File: config.mk
export PLATFORM = sky130hd
export DESIGN_NAME = step_counter
export DESIGN_NICKNAME = d
export VERILOG_FILES = /design/src/rtl/step_counter_pkg.sv /design/src/rtl/step_counter_prescaler_tick.sv /design/src/rtl/step_counter.sv
export SDC_FILE = /design/constraint.sdc
export NUM_CORES = 1
export LEC_CHECK = 0
export ABC_AREA = 1
export ABC_CLOCK_PERIOD_IN_PS = 2900
export CAP_MARGIN = 30
export CELL_PAD_IN_SITES_DETAIL_PLACEMENT = 0
export CELL_PAD_IN_SITES_GLOBAL_PLACEMENT = 2
export CORE_ASPECT_RATIO = 0.8
export CORE_MARGIN = 4
export CORE_UTILIZATION = 27
export DETAILED_ROUTE_END_ITERATION = 8
export GPL_TIMING_DRIVEN = 0
export HOLD_SLACK_MARGIN = 0.15
export PLACE_DENSITY_LB_ADDON = 0.12
export REMOVE_ABC_BUFFERS = 1
export SLEW_MARGIN = 15
export SYNTH_ARGS = -nofsm -noshare
export SYNTH_HDL_FRONTEND = slang
export SYNTH_SLANG_ARGS = --single-unit
File: constraint.sdc
create_clock -name clk -period 2.9 [get_ports clk]
set_clock_uncertainty 0.15 [all_clocks]
set_input_delay 0.29 -clock clk [delete_from_list [all_inputs] [get_ports clk]]
set_output_delay 0.29 -clock clk [all_outputs]
set_load 0.05 [all_outputs]
File: src/rtl/step_counter_pkg.sv
// Shared types and constants for the step_counter block.
package step_counter_pkg;

    typedef enum logic [1:0] {
        MODE_WRAP    = 2'b00,
        MODE_SAT     = 2'b01,
        MODE_ONESHOT = 2'b10,
        MODE_RSVD    = 2'b11
    } counter_mode_t;

    localparam logic DIR_UP   = 1'b1;
    localparam logic DIR_DOWN = 1'b0;

endpackage

File: src/rtl/step_counter_prescaler_tick.sv
// Enable prescaler: emits a tick every prescale+1 enabled cycles.
module prescaler_tick #(
    parameter int PRESCALE_WIDTH = 16
) (
    input  logic                      clk,
    input  logic                      reset,
    input  logic                      enable,
    input  logic                      clear,
    input  logic [PRESCALE_WIDTH-1:0] prescale,
    output logic                      tick
);

    logic [PRESCALE_WIDTH-1:0] pc_q, pc_d;

    // >= rather than == so lowering prescale below pc fires on the next enabled cycle
    assign tick = enable && (pc_q >= prescale);

    always_comb begin
        pc_d = pc_q;
        if (clear || tick) begin
            pc_d = '0;
        end else if (enable) begin
            pc_d = pc_q + PRESCALE_WIDTH'(1);
        end
    end

    always_ff @(posedge clk) begin
        if (reset) begin
            pc_q <= '0;
        end else begin
            pc_q <= pc_d;
        end
    end

endmodule

File: src/rtl/step_counter.sv
// Up/down modulo counter with load, wrap/saturate/one-shot modes and enable prescaler.
module step_counter
    import step_counter_pkg::*;
#(
    parameter int WIDTH          = 32,
    parameter int PRESCALE_WIDTH = 16
) (
    input  logic                      clk,
    input  logic                      reset,
    input  logic                      enable,
    input  logic                      load,
    input  logic [WIDTH-1:0]          load_value,
    input  logic                      up_down,
    input  logic [1:0]                mode,
    input  logic [WIDTH-1:0]          max_value,
    input  logic [PRESCALE_WIDTH-1:0] prescale,
    input  logic [WIDTH-1:0]          compare,
    output logic [WIDTH-1:0]          q,
    output logic                      tc,
    output logic                      done,
    output logic                      cmp_match
);

    logic [WIDTH-1:0] q_q, q_d;
    logic             tc_q, tc_d;
    logic             done_q, done_d;
    logic             step;
    logic             at_max;
    logic             at_zero;
    counter_mode_t    mode_e;

    prescaler_tick #(
        .PRESCALE_WIDTH(PRESCALE_WIDTH)
    ) u_prescaler (
        .clk     (clk),
        .reset   (reset),
        .enable  (enable),
        .clear   (load),
        .prescale(prescale),
        .tick    (step)
    );

    assign mode_e  = counter_mode_t'(mode);
    assign at_max  = (q_q >= max_value);
    assign at_zero = (q_q == '0);

    always_comb begin
        q_d    = q_q;
        tc_d   = 1'b0;
        done_d = done_q;
        if (load) begin
            q_d    = load_value;
            done_d = 1'b0;
        end else if (step && !done_q) begin
            if (up_down == DIR_UP) begin
                if (!at_max) begin
                    q_d = q_q + WIDTH'(1);
                    if (mode_e == MODE_ONESHOT && q_d == max_value) begin
                        done_d = 1'b1;
                        tc_d   = 1'b1;
                    end
                end else begin
                    tc_d = 1'b1;
                    unique case (mode_e)
                        MODE_SAT:     q_d = max_value;
                        // Already at/above the bound: finish immediately, clamped to the bound
                        MODE_ONESHOT: begin
                            q_d    = max_value;
                            done_d = 1'b1;
                        end
                        default:      q_d = '0;
                    endcase
                end
            end else begin
                if (!at_zero) begin
                    q_d = q_q - WIDTH'(1);
                    if (mode_e == MODE_ONESHOT && q_d == '0) begin
                        done_d = 1'b1;
                        tc_d   = 1'b1;
                    end
                end else begin
                    tc_d = 1'b1;
                    unique case (mode_e)
                        MODE_SAT:     q_d = '0;
                        MODE_ONESHOT: done_d = 1'b1;
                        default:      q_d = max_value;
                    endcase
                end
            end
        end
    end

    always_ff @(posedge clk) begin
        if (reset) begin
            q_q    <= '0;
            tc_q   <= 1'b0;
            done_q <= 1'b0;
        end else begin
            q_q    <= q_d;
            tc_q   <= tc_d;
            done_q <= done_d;
        end
    end

    assign q         = q_q;
    assign tc        = tc_q;
    assign done      = done_q;
    assign cmp_match = (q_q == compare);

endmodule

# --- Word level (Yosys, flattened, before mapping) ---
# Index checks and enable logic that the tools add are counted.
word_totals:
  inputBits: 119
  out_inout_bits: 35
  register_bits: 50
  elab_cells: 50
classes:
  n_eq_ne: 6
  n_addsub: 3
  n_reduce_logical: 16
  mux: 18
  bitwise: 1
  magnitude_cmp: 2
op_table:
  columns: ["cell", "count"]
  rows:
  - ["2-to-1 mux 32 bit", 6]
  - ["== test 32 bit", 2]
  - ["logical NOT 32 bit", 2]
  - ["one-hot mux 32 bit (2 select lines)", 1]
  - ["adder 32 x 1 -> 32 bit (second input constant)", 1]
  - ["greater-or-equal comparator 32 bit", 1]
  - ["subtractor 32 x 1 -> 32 bit (second input constant)", 1]
  - ["adder 16 x 1 -> 16 bit (second input constant)", 1]
  - ["greater-or-equal comparator 16 bit", 1]
  - ["2-to-1 mux 1 bit", 11]
  - ["OR reduction 2 bit", 3]
  - ["logical AND 1 bit", 4]
  - ["!= test 4 bit (second input constant)", 1]
  - ["!= test 3 x 1 -> 1 bit (second input constant)", 1]
  - ["AND reduction 3 bit", 1]
  - ["nonzero test 3 bit", 1]
  - ["OR reduction 3 bit", 1]
  - ["== test 2 x 1 -> 1 bit (second input constant)", 1]
  - ["== test 2 bit (second input constant)", 1]
  - ["AND reduction 2 bit", 1]
  - ["nonzero test 2 bit", 1]
  - ["logical NOT 1 bit", 1]
  - ["logical OR 1 bit", 1]
  - ["inverter 1 bit", 1]

# --- Longest topological paths before layout ---
depth:
  depth_word: 7
  mapped_depth: 18
  mapped_depth_nobuf: 17

# --- Modules after synthesis ---
# Synthesis repeated with hierarchy kept, for this count alone.
hier_totals:
  cells_unflattened: 1471
  area_unflattened_um2: 7971.4
modules_own_cells:
  columns: ["module", "n_inst", "cells_per_inst", "area_each_um2"]
  rows:
  - ["step_counter", 1, 1302, 6772.7]
  - ["prescaler_tick", 1, 169, 1198.6]

# --- Worst setup path after synthesis ---
# OpenSTA, ideal clock, no wires.
synth_path:
  path_kind: "register -> register"
  start: "register q_q[0], in the netlist q[0]"
  end: "register done_q, in the netlist done"
  required_time_ns: 2.636
  stages_incl_launch_ff: 17
  arrival_time_ns: 2.438
  n_path_buf: 2
  slack_ns: 0.198
  cell_sequence: "dfxtp_1 > inv_1 > ha_1 > nor2_1 > nor2_1 > nor3_1 > o21ai_0 > nand2_1 > nand2_1 > nand2_1 > nand2_1 > nand3_1 > buf_4 > clkbuf_1 > o21ai_0 > nand3_1 > nand2_1"
synth_between:
  elab_chain_len: 5
synth_rtl:
  columns: ["element", "line_no", "rtl"]
  rows:
  - ["start: declaration", "step_counter.sv:24", "logic [WIDTH-1:0] q_q, q_d;"]
  - ["start signal: assignment", "step_counter.sv:99", "q_q <= q_d;"]
  - ["adder 32 x 1 -> 32 bit or subtractor 32 x 1 -> 32 bit (tied branches)", "step_counter.sv:57, step_counter.sv:76", null]
  - ["== test 32 bit or logical NOT 32 bit (tied branches)", "step_counter.sv:58, step_counter.sv:77", null]
  - ["logical AND 1 bit (on tied branches)", "step_counter.sv:58, step_counter.sv:77", null]
  - ["!= test 3 x 1 -> 1 bit (no line) or nonzero test 3 bit (tied branches)", null, null]
  - ["AND reduction 3 bit (no line)", null, null]
  - ["end signal: assignment", "step_counter.sv:101", "done_q <= done_d;"]
  - ["end: declaration", "step_counter.sv:26", "logic done_q, done_d;"]
# Several ways; a longest one is shown, not always the timed one.
# A chain may end at the register's enable or synchronous reset.

# --- Worst setup path in the final report ---
layout_path:
  start: "register q_q[4], in the netlist q[4]"
  end: "register tc_q, in the netlist tc"
layout_between:
  elab_chain_len: 6
layout_rtl:
  columns: ["element", "line_no", "rtl"]
  rows:
  - ["adder 32 x 1 -> 32 bit or subtractor 32 x 1 -> 32 bit (tied branches)", "step_counter.sv:57, step_counter.sv:76", null]
  - ["== test 32 bit or logical NOT 32 bit (tied branches)", "step_counter.sv:58, step_counter.sv:77", null]
  - ["logical AND 1 bit (on tied branches)", "step_counter.sv:58, step_counter.sv:77", null]
  - ["2-to-1 mux 1 bit (on tied branches)", "step_counter.sv:58, step_counter.sv:77", null]
  - ["2-to-1 mux 1 bit (on tied branches)", "step_counter.sv:56, step_counter.sv:75", null]
  - ["2-to-1 mux 1 bit (*)", "step_counter.sv:55", "if (up_down == DIR_UP) begin"]
  - ["end signal: assignment", "step_counter.sv:100", "tc_q <= tc_d;"]
  - ["end: declaration", "step_counter.sv:25", "logic tc_q, tc_d;"]
# Mark *: on every way between the ends. The rest lies on a longest branch, timed or not.

==> flow_metrics.py <==
metrics = {
    "placement": {
        "io_buffers": 153,
        "dp_slack_ns": -0.929,
        "routabilityCongestion": 0.894,
        "dp_hpwl_um": 28700,
        "place_inst": 1880,
    },
    "clock_tree": {
        "clk_pin_slew_ns": 0.10,
        "clock_sinks": 50,
        "cts_tree": "built",
        "clock_path_buffers": 2,
        "h-tree-depth": 2,
        "cts-buffers-inserted": 5,
        "ctsRootBufferMaster": "clkbuf_16",
        "postCtsHoldBufs": 0,
        "clk_latency_ns": 0.32,
    },
    "global_route": {
        "grt_pass1_vias": 8960,
        "groute.usage.overall": 0.227,
        "grt_max_degree": 33,
        "overflow": 0,
        "antenna_found_initial": 1,
        "grt_pass1_wl_um": 55700,
    },
    "sta": {
        "finalCritPeriodShare": 0.975,
        "postLayoutSetupSlackWorst_ns": 0.0727,
        "setup_viol_count_final": 0,
        "slew_headroom": 0.391,
        "tns_ns": 0,
        "min_period_ns": 2.83,
        "fmax_mhz": 354,
        "hold_violations": 0,
        "finalMaxSlewViolations": 0,
        "tightest_slew_ns": 0.911,
    },
    "detailed_routing": {
        "routedWlPerCell_um": 20.4,
        "firstDrtPassIters": 5,
        "drc_errors": 0,
        "dr_total_vias": 9634,
        "totalWireLength_um": 39000,
        "dr.first_iter.drc_count": 730,
        "route.antenna.remaining_nets": 0,
        "viasPerCell": 5.03,
    },
    "setup_path": {
        "required_ns": 3.01,
        "r2r-start": "q[4]",
        "r2r-end": "tc",
        "start_kind": "register",
        "arrival_ns": 2.94,
        "cp-end-kind": "register",
        "r2r_setup_slack_ns": 0.07,
        "path_class": "register to register",
        "worstPathMaxFanout": 8,
        "r2r_cells": 13,
    },
    "synthesis": {
        "synth_ff_type": "dfxtp_1",
        "synthTopCellsByArea": "nand2_1 (19%), dfxtp_1 (13%), nor2_1 (12%)",
        "async_flop_share": 0,
        "ys_types": 46,
        "ys_seq_area_frac": 0.126,
        "yosysWarnings": 0,
        "yosys_register_bits": 50,
        "syn_area_mm2": 0.00795,
        "syn_inst": 1418,
        "yosys-top-cells-count": "nand2_1 (410), nor2_1 (254), inv_1 (124)",
        "avgSynthCellArea_um2": 5.61,
        "synth_top_area_share": 0.194,
        "synth_top_area_cell": "nand2_1",
        "synth_most_common_cell": "nand2_1",
        "synth-edff-count": 0,
    },
    "layout": {
        "nets": 1718,
        "multi_input_area_mm2": 0.00637,
        "ff_latch_area_mm2": 0.00104,
        "drive_above_1_share": 0.109,
        "stdcell_count": 1915,
        "syn_to_final_growth_pct": 31.6,
        "utilization": 0.365,
        "fill_cells": 3260,
        "antenna_cells": 0,
    },
    "power_and_ir_drop": {
        "worst_ir_drop_vdd_mv": 0.239,
        "cellPowerDensity_mw_per_mm2": 288,
        "leakage_uw": 0.00458,
    },
    "die": {
        "row_count": 55,
        "core_mm2": 0.0286,
        "dieWidth_um": 200,
        "start_util": 0.278,
        "die_h_um": 161,
        "dieArea_mm2": 0.0323,
        "io_pins": 154,
    },
    "worst_hold_path": {
        "min-delay-start": "up_down",
        "hp-class": "primary input to register",
        "hold_end": "q[0]",
        "hold_depth": 3,
    },
    "flow_run": {
        "maxCapViolCount": 0,
    },
    "run_status": {
        "outcome": "finished, final reports clean",
    },
}
worst max path at each step:
stage,start,to,slack (ns),cells past startpoint
CTS,prescale[15],q[8],0.009,16
global route,max_value[30],q[13],-0.02,15
floorplan,q[5],q[8],-0.66,12
global placement,up_down,q[8],-4.55,7
finish,q[4],tc,0.07,13
detailed placement,up_down,q[8],-0.93,9
where the power goes:
group / internal (uW) / switching, uW
combinational: 564 / 874
clock: 335 / 379
sequential: 722 / 142
total: 1620 / 1400
repair_timing:
item	in CTS	in global routing
pin swaps	7	8
gates resized for setup	37	44
gates cloned	3	5
setup buffers	13	6
endpoints found under the setup margin	35	35
logic make-up (layout without fill, tap and decap cells):
group                      Yosys count  count (layout)  synth area share
and+or+nand+nor                    878             884             0.487
buffers and inverters              195             316             0.107
AOI/OAI and AO/OA                  190             190             0.133
adders and majority gates           55              55            0.0866
DFF                                 50              50             0.126
xor gates and xnor gates            49              49            0.0593
muxes                                1               1           0.00126
cell usage in the layout, fill, tap and decap left out, types with 19 or more instances in the layout:
| cell type | instances |
|---|---|
| ha_1 | 52 |
| dfxtp_1 | 25 |
| nor2_1 | 249 |
| clkdlybuf4s50_1 | 148 |
| inv_1 | 122 |
| nor2_4 | 19 |
| nor3_1 | 21 |
| nand4_1 | 26 |
| xor2_1 | 24 |
| o21ai_0 | 91 |
| xnor2_1 | 22 |
| dfxtp_2 | 20 |
| nor2_2 | 21 |
| a21oi_1 | 58 |
| nand3_1 | 88 |
| nand2_1 | 405 |
layout make-up:
type                    count  area share
flip-flops and latches     50      0.0999
multi-input cells        1179       0.610
repair buffers            179       0.184
inverters                 129      0.0473
well taps                 370      0.0443
clock inverters             3     0.00275
clock buffers               5      0.0120
worst max-delay path: stages, from the launching register on:
cell	delay, ns
dfxtp_1	0.60
nand2_1	0.12
nor2_2	0.28
nand2_2	0.19
nor2_4	0.22
nand2_1	0.10
nand3_1	0.11
nand3_2	0.15
nor2_1	0.19
nand2_1	0.12
nor2_4	0.19
nand4_1	0.11
nand2_1	0.10
and2_1	0.12
layer usage:
metal	global-route usage	vias to the layer above	routed length [um]
li1	-	4841	-
met1	0.364	4458	20000
met2	0.329	311	15900
met3	0.0223	24	2600
met4	0.0340	0	490
met5	0	-	0
flip-flops by register name, indices dropped and copies added, names as in the netlist:
register and flops:
done 1, tc 1, u_prescaler.pc_q 16, q 32
per-stage QoR:
stage          instance area (um2)  power [uW]  hold slack, ns
6_report                     10500        3020           0.265
5_1_grt                      10500        3200           0.279
4_1_cts                      10200        2990           0.266
3_5_place_dp                  9690        2160           0.323
3_3_place_gp                  9580        2150           0.327
2_1_floorplan                 7580        1580           0.281
No activity file was read; power rests on OpenSTA's default activity.
